### config.mk
export PLATFORM = sky130hd
export DESIGN_NAME = seq_detect_param
export DESIGN_NICKNAME = d
export VERILOG_FILES = /design/src/rtl/seq_detect_param.sv
export SDC_FILE = /design/constraint.sdc
export NUM_CORES = 1
export LEC_CHECK = 0
export ABC_AREA = 0
export ABC_CLOCK_PERIOD_IN_PS = 2170
export CORE_UTILIZATION = 50
export CTS_BUF_LIST = sky130_fd_sc_hd__clkbuf_16
export CTS_CLUSTER_DIAMETER = 40
export DETAILED_ROUTE_END_ITERATION = 12
export PLACE_DENSITY_LB_ADDON = 0.08
export SYNTH_ARGS = -nofsm -noshare
export SYNTH_HDL_FRONTEND = slang
export SYNTH_SLANG_ARGS = --single-unit
### constraint.sdc
create_clock -name clk -period 2.17 [get_ports clk]
set_input_delay 0.5425 -clock clk [delete_from_list [all_inputs] [get_ports clk]]
set_output_delay 0.5425 -clock clk [all_outputs]
set_load 0.01 [all_outputs]
### src/rtl/seq_detect_param.sv
// seq_detect_param
// ----------------
// Serial pattern detector. Bits arrive on din and are consumed only on
// clock edges where din_vld=1. The last PAT_W-1 consumed bits are held in
// a history register (oldest at the MSB). A match is declared when the
// history is fully populated and {history, din} equals PATTERN. The first
// bit received is the pattern's MSB.
//
// Handshake: din_vld is a valid-only qualifier with no ready. The block
// accepts every qualified bit on the rising edge where din_vld=1. Bits
// with din_vld=0 are ignored and leave all state untouched.
//
// Parameters
//   PAT_W    pattern length in bits (2..16)
//   PATTERN  target sequence, MSB first
//   OVERLAP  1 = overlapping matches, 0 = each match needs PAT_W fresh bits
//   CNT_W    width of the saturating match counter
//
// Ports
//   clk        system clock, rising edge
//   rst        asynchronous active-high reset
//   din        serial data bit
//   din_vld    din qualifier
//   clr        synchronous clear of history, fill and match count
//   dout       registered one-cycle match pulse
//   match_cnt  saturating count of matches since reset or clr
//   armed      registered: history full, the next valid bit can complete a match

module seq_detect_param #(
  parameter int              PAT_W   = 5,
  parameter logic [PAT_W-1:0] PATTERN = 5'b10101,
  parameter bit              OVERLAP = 1'b1,
  parameter int              CNT_W   = 8
) (
  input  logic             clk,
  input  logic             rst,
  input  logic             din,
  input  logic             din_vld,
  input  logic             clr,
  output logic             dout,
  output logic [CNT_W-1:0] match_cnt,
  output logic             armed
);

  // The fill counter saturates at PAT_W-1. $clog2(PAT_W) bits are enough
  // to hold PAT_W-1 for every legal PAT_W, including 16 (4 bits, value 15).
  localparam int               FILL_W    = $clog2(PAT_W);
  localparam logic [FILL_W-1:0] FILL_FULL = FILL_W'(PAT_W - 1);
  localparam logic [CNT_W-1:0]  CNT_MAX   = '1;

  logic [PAT_W-2:0]  history;
  logic [FILL_W-1:0] fill;
  logic [PAT_W-1:0]  window;
  logic              hit;
  logic [FILL_W-1:0] fill_next;

  always_comb begin
    window    = {history, din};
    hit       = din_vld && (fill == FILL_FULL) && (window == PATTERN);
    fill_next = fill;
    // Non-overlapping mode restarts the fill count on a match. The stale
    // history bits are harmless because they are all shifted out again
    // before fill can reach FILL_FULL.
    if (hit && !OVERLAP) begin
      fill_next = '0;
    end else if (fill != FILL_FULL) begin
      fill_next = fill + 1'b1;
    end
  end

  always_ff @(posedge clk or posedge rst) begin
    if (rst) begin
      history   <= '0;
      fill      <= '0;
      match_cnt <= '0;
      dout      <= 1'b0;
      armed     <= 1'b0;
    end else if (clr) begin
      // clr wins over a bit presented on the same edge: that bit is dropped.
      history   <= '0;
      fill      <= '0;
      match_cnt <= '0;
      dout      <= 1'b0;
      armed     <= 1'b0;
    end else begin
      dout <= hit;
      if (din_vld) begin
        history <= window[PAT_W-2:0];
        fill    <= fill_next;
        // armed tracks the registered fill value, so decode the next value.
        armed   <= (fill_next == FILL_FULL);
        if (hit && (match_cnt != CNT_MAX)) begin
          match_cnt <= match_cnt + 1'b1;
        end
      end
    end
  end

endmodule

==> results.cfg <==
[detailed_routing]
viasPerCell = 5.77
drc = 0
dr.pass1.iters = 4
vias = 692
finalWirelength_mm = 1.64
drt_iter0_drc = 13
ant_nets = 0
avgRoutedWirePerCell_um = 13.7

[setup_path]
cp-end-kind = flip-flop
path_class = primary input to flip-flop
reg2reg_depth = 6
critPathArrivalTime_ns = 2.13
reg2reg_slack_ns = 0.23
worstPathMaxFanout = 8
r2r_start = fill[0]
setup.worst_path.start = din_vld
crit_required_ns = 2.33
r2r_end = match_cnt[5]
startpoint_type = primary input

[sta]
period_share = 0.907
tightest_slew_ns = 0.651
setup_violations = 0
final.setup.tns_ns = 0
drv_slew = 0
clock.fmax_mhz = 508
slew_headroom = 0.565
period_minus_slack_ns = 1.97
final.setup_skew_ns = 0.00570
hold_viol_final = 0
rsz0062_at_grt = no

[yosys]
ys_seq_area_frac = 0.489
netlist.area_leader.share = 0.489
syn-cell-area_um2 = 871
yosysUniqueCellTypes = 28
syn_avg_cell_area_um2 = 10.1
synthArstFlopShare = 1.00
ys.flop_type = dfrtp_1
synth-edff-count = 0
synth_nets = 94
yosys.area.top_type = dfrtp_1
synth-warning-count = 0
synth_area_leaders = dfrtp_1, mux2i_1, nor2_1
synth_cells = 86
ys_seq_elements = 17

[power]
powerDensity_nw_per_um2 = 668
ir_drop_mv = 0.431
power.leakage_nw = 0.499

[clock_network]
cts_max_path_buffers = 2
cts.sinks = 17
cts_buffers = 3
cts_setup_buffers = 0
ctsHoldBuffers = 0
clock-root-buffer = clkbuf_16
clk_latency_ns = 0.24
cts_tree = yes
cts_max_level = 1
cts_resized = 0
clk_pin_slew_ns = 0.05

[floorplanning]
die_height_um = 43.7
pin_count = 15
rows = 14
core-area_um2 = 1560
die-area_um2 = 1910
die_w_um = 43.7
start_util = 0.559

[worst_hold_path]
worstHoldPathType = flip-flop to flip-flop
holdPathStages = 1
worstHoldEndpoint = armed
hold_start = armed

[status]
status = complete, no violations

[grt]
antenna_found_initial = 0
grt_max_degree = 18
grt_pass1_vias = 667
grt_use_total = 0.206
grt_overflow = 0
grt_pass1_wl_mm = 2.93

[job]
maxCapViolCount = 0

[cells_and_area]
final_cell_mix = dfrtp_1, clkdlybuf4s50_1, nor2_1
syn2layout_area_growth_pct = 28.0
final_common_cell = dfrtp_1
drive_above_1_share = 0.115
stdcell_count = 120
nNetsFinal = 113
diodes = 0

[placed_design]
place_inst = 116
io_buffers = 14
place.gp.congestion = 0.798
dp_hpwl_mm = 1.13
[layout make-up]
cell class              instances  area (µm²)
clock buffers                   3        75.1
flip-flops and latches         17         425
repair buffers                 18         170
fillers                       115         444
well taps                      16        20.0
inverters                       5        18.8
clock inverters                 1        5.00
multi-input cells              60         400
[synthesized netlist by cell type (2+ instances only)]
cell,n
nand4_1,2
nor2_1,11
nand2_1,6
mux2i_1,6
dfrtp_1,17
or3_1,3
nand3_1,3
inv_1,5
o31ai_1,2
nor3_1,2
or4_1,2
clkbuf_1,2
a21oi_1,6
ha_1,3
o21ai_0,3
[worst max path at each step]
| stage | to | slack [ns] |
|---|---|---|
| after CTS | match_cnt[5] | 0.22 |
| after global routing | match_cnt[7] | 0.12 |
| after global placement | match_cnt[7] | 0.03 |
| after floorplan | match_cnt[3] | 0.49 |
| after detailed placement | match_cnt[5] | 0.02 |
| final | match_cnt[5] | 0.20 |
[critical path, cell delays in order]
cell and delay (ns):
clkdlybuf4s50_1 0.48, and4_4 0.24, o211ai_2 0.17, or4_1 0.51, a21oi_1 0.18
[report_power, final]
part / switching, mW / total [mW] / internal, mW
Clock: 0.115 / 0.361 / 0.246
Combinational: 0.0293 / 0.0533 / 0.0240
Sequential: 0.00600 / 0.330 / 0.324
[stage by stage]
step / total power [mW] / setup WS [ns] / utilization / area (µm²) / hold WS (ns)
4_1_cts: 0.753 / 0.217 / 0.715 / 1110 / 0.504
5_1_grt: 0.770 / 0.118 / 0.715 / 1110 / 0.524
3_5_place_dp: 0.389 / 0.0217 / 0.664 / 1030 / 0.492
2_1_floorplan: 0.370 / 0.490 / - / 871 / 0.469
3_3_place_gp: 0.388 / 0.0343 / 0.664 / 1030 / 0.474
6_report: 0.744 / 0.202 / 0.715 / 1110 / 0.500
[cell families (layout without fill, tap and decap cells)]
| group | Yosys count | count (layout) | share of synthesized area |
|---|---|---|---|
| buffers and inverters | 9 | 27 | 0.0517 |
| AO/OA/AOI/OAI | 16 | 16 | 0.122 |
| AND/OR/NAND/NOR | 33 | 33 | 0.205 |
| multiplexers | 6 | 6 | 0.0690 |
| flip-flops | 17 | 17 | 0.489 |
| adder cells (fa/ha/maj) | 3 | 3 | 0.0431 |
| XOR/XNOR | 2 | 2 | 0.0201 |
[sequential cells by signal, indices dropped and copies added, names as in the netlist]
register / count
history: 4
armed: 1
match_cnt: 8
dout: 1
fill: 3
[per-layer routing]
layer,part of all wire,GRT usage
met5,0,0
met4,0.0055,0.0750
met3,0.033,0.0417
met2,0.46,0.304
met1,0.51,0.299
Note: power is estimated with default switching activity, not from simulation.
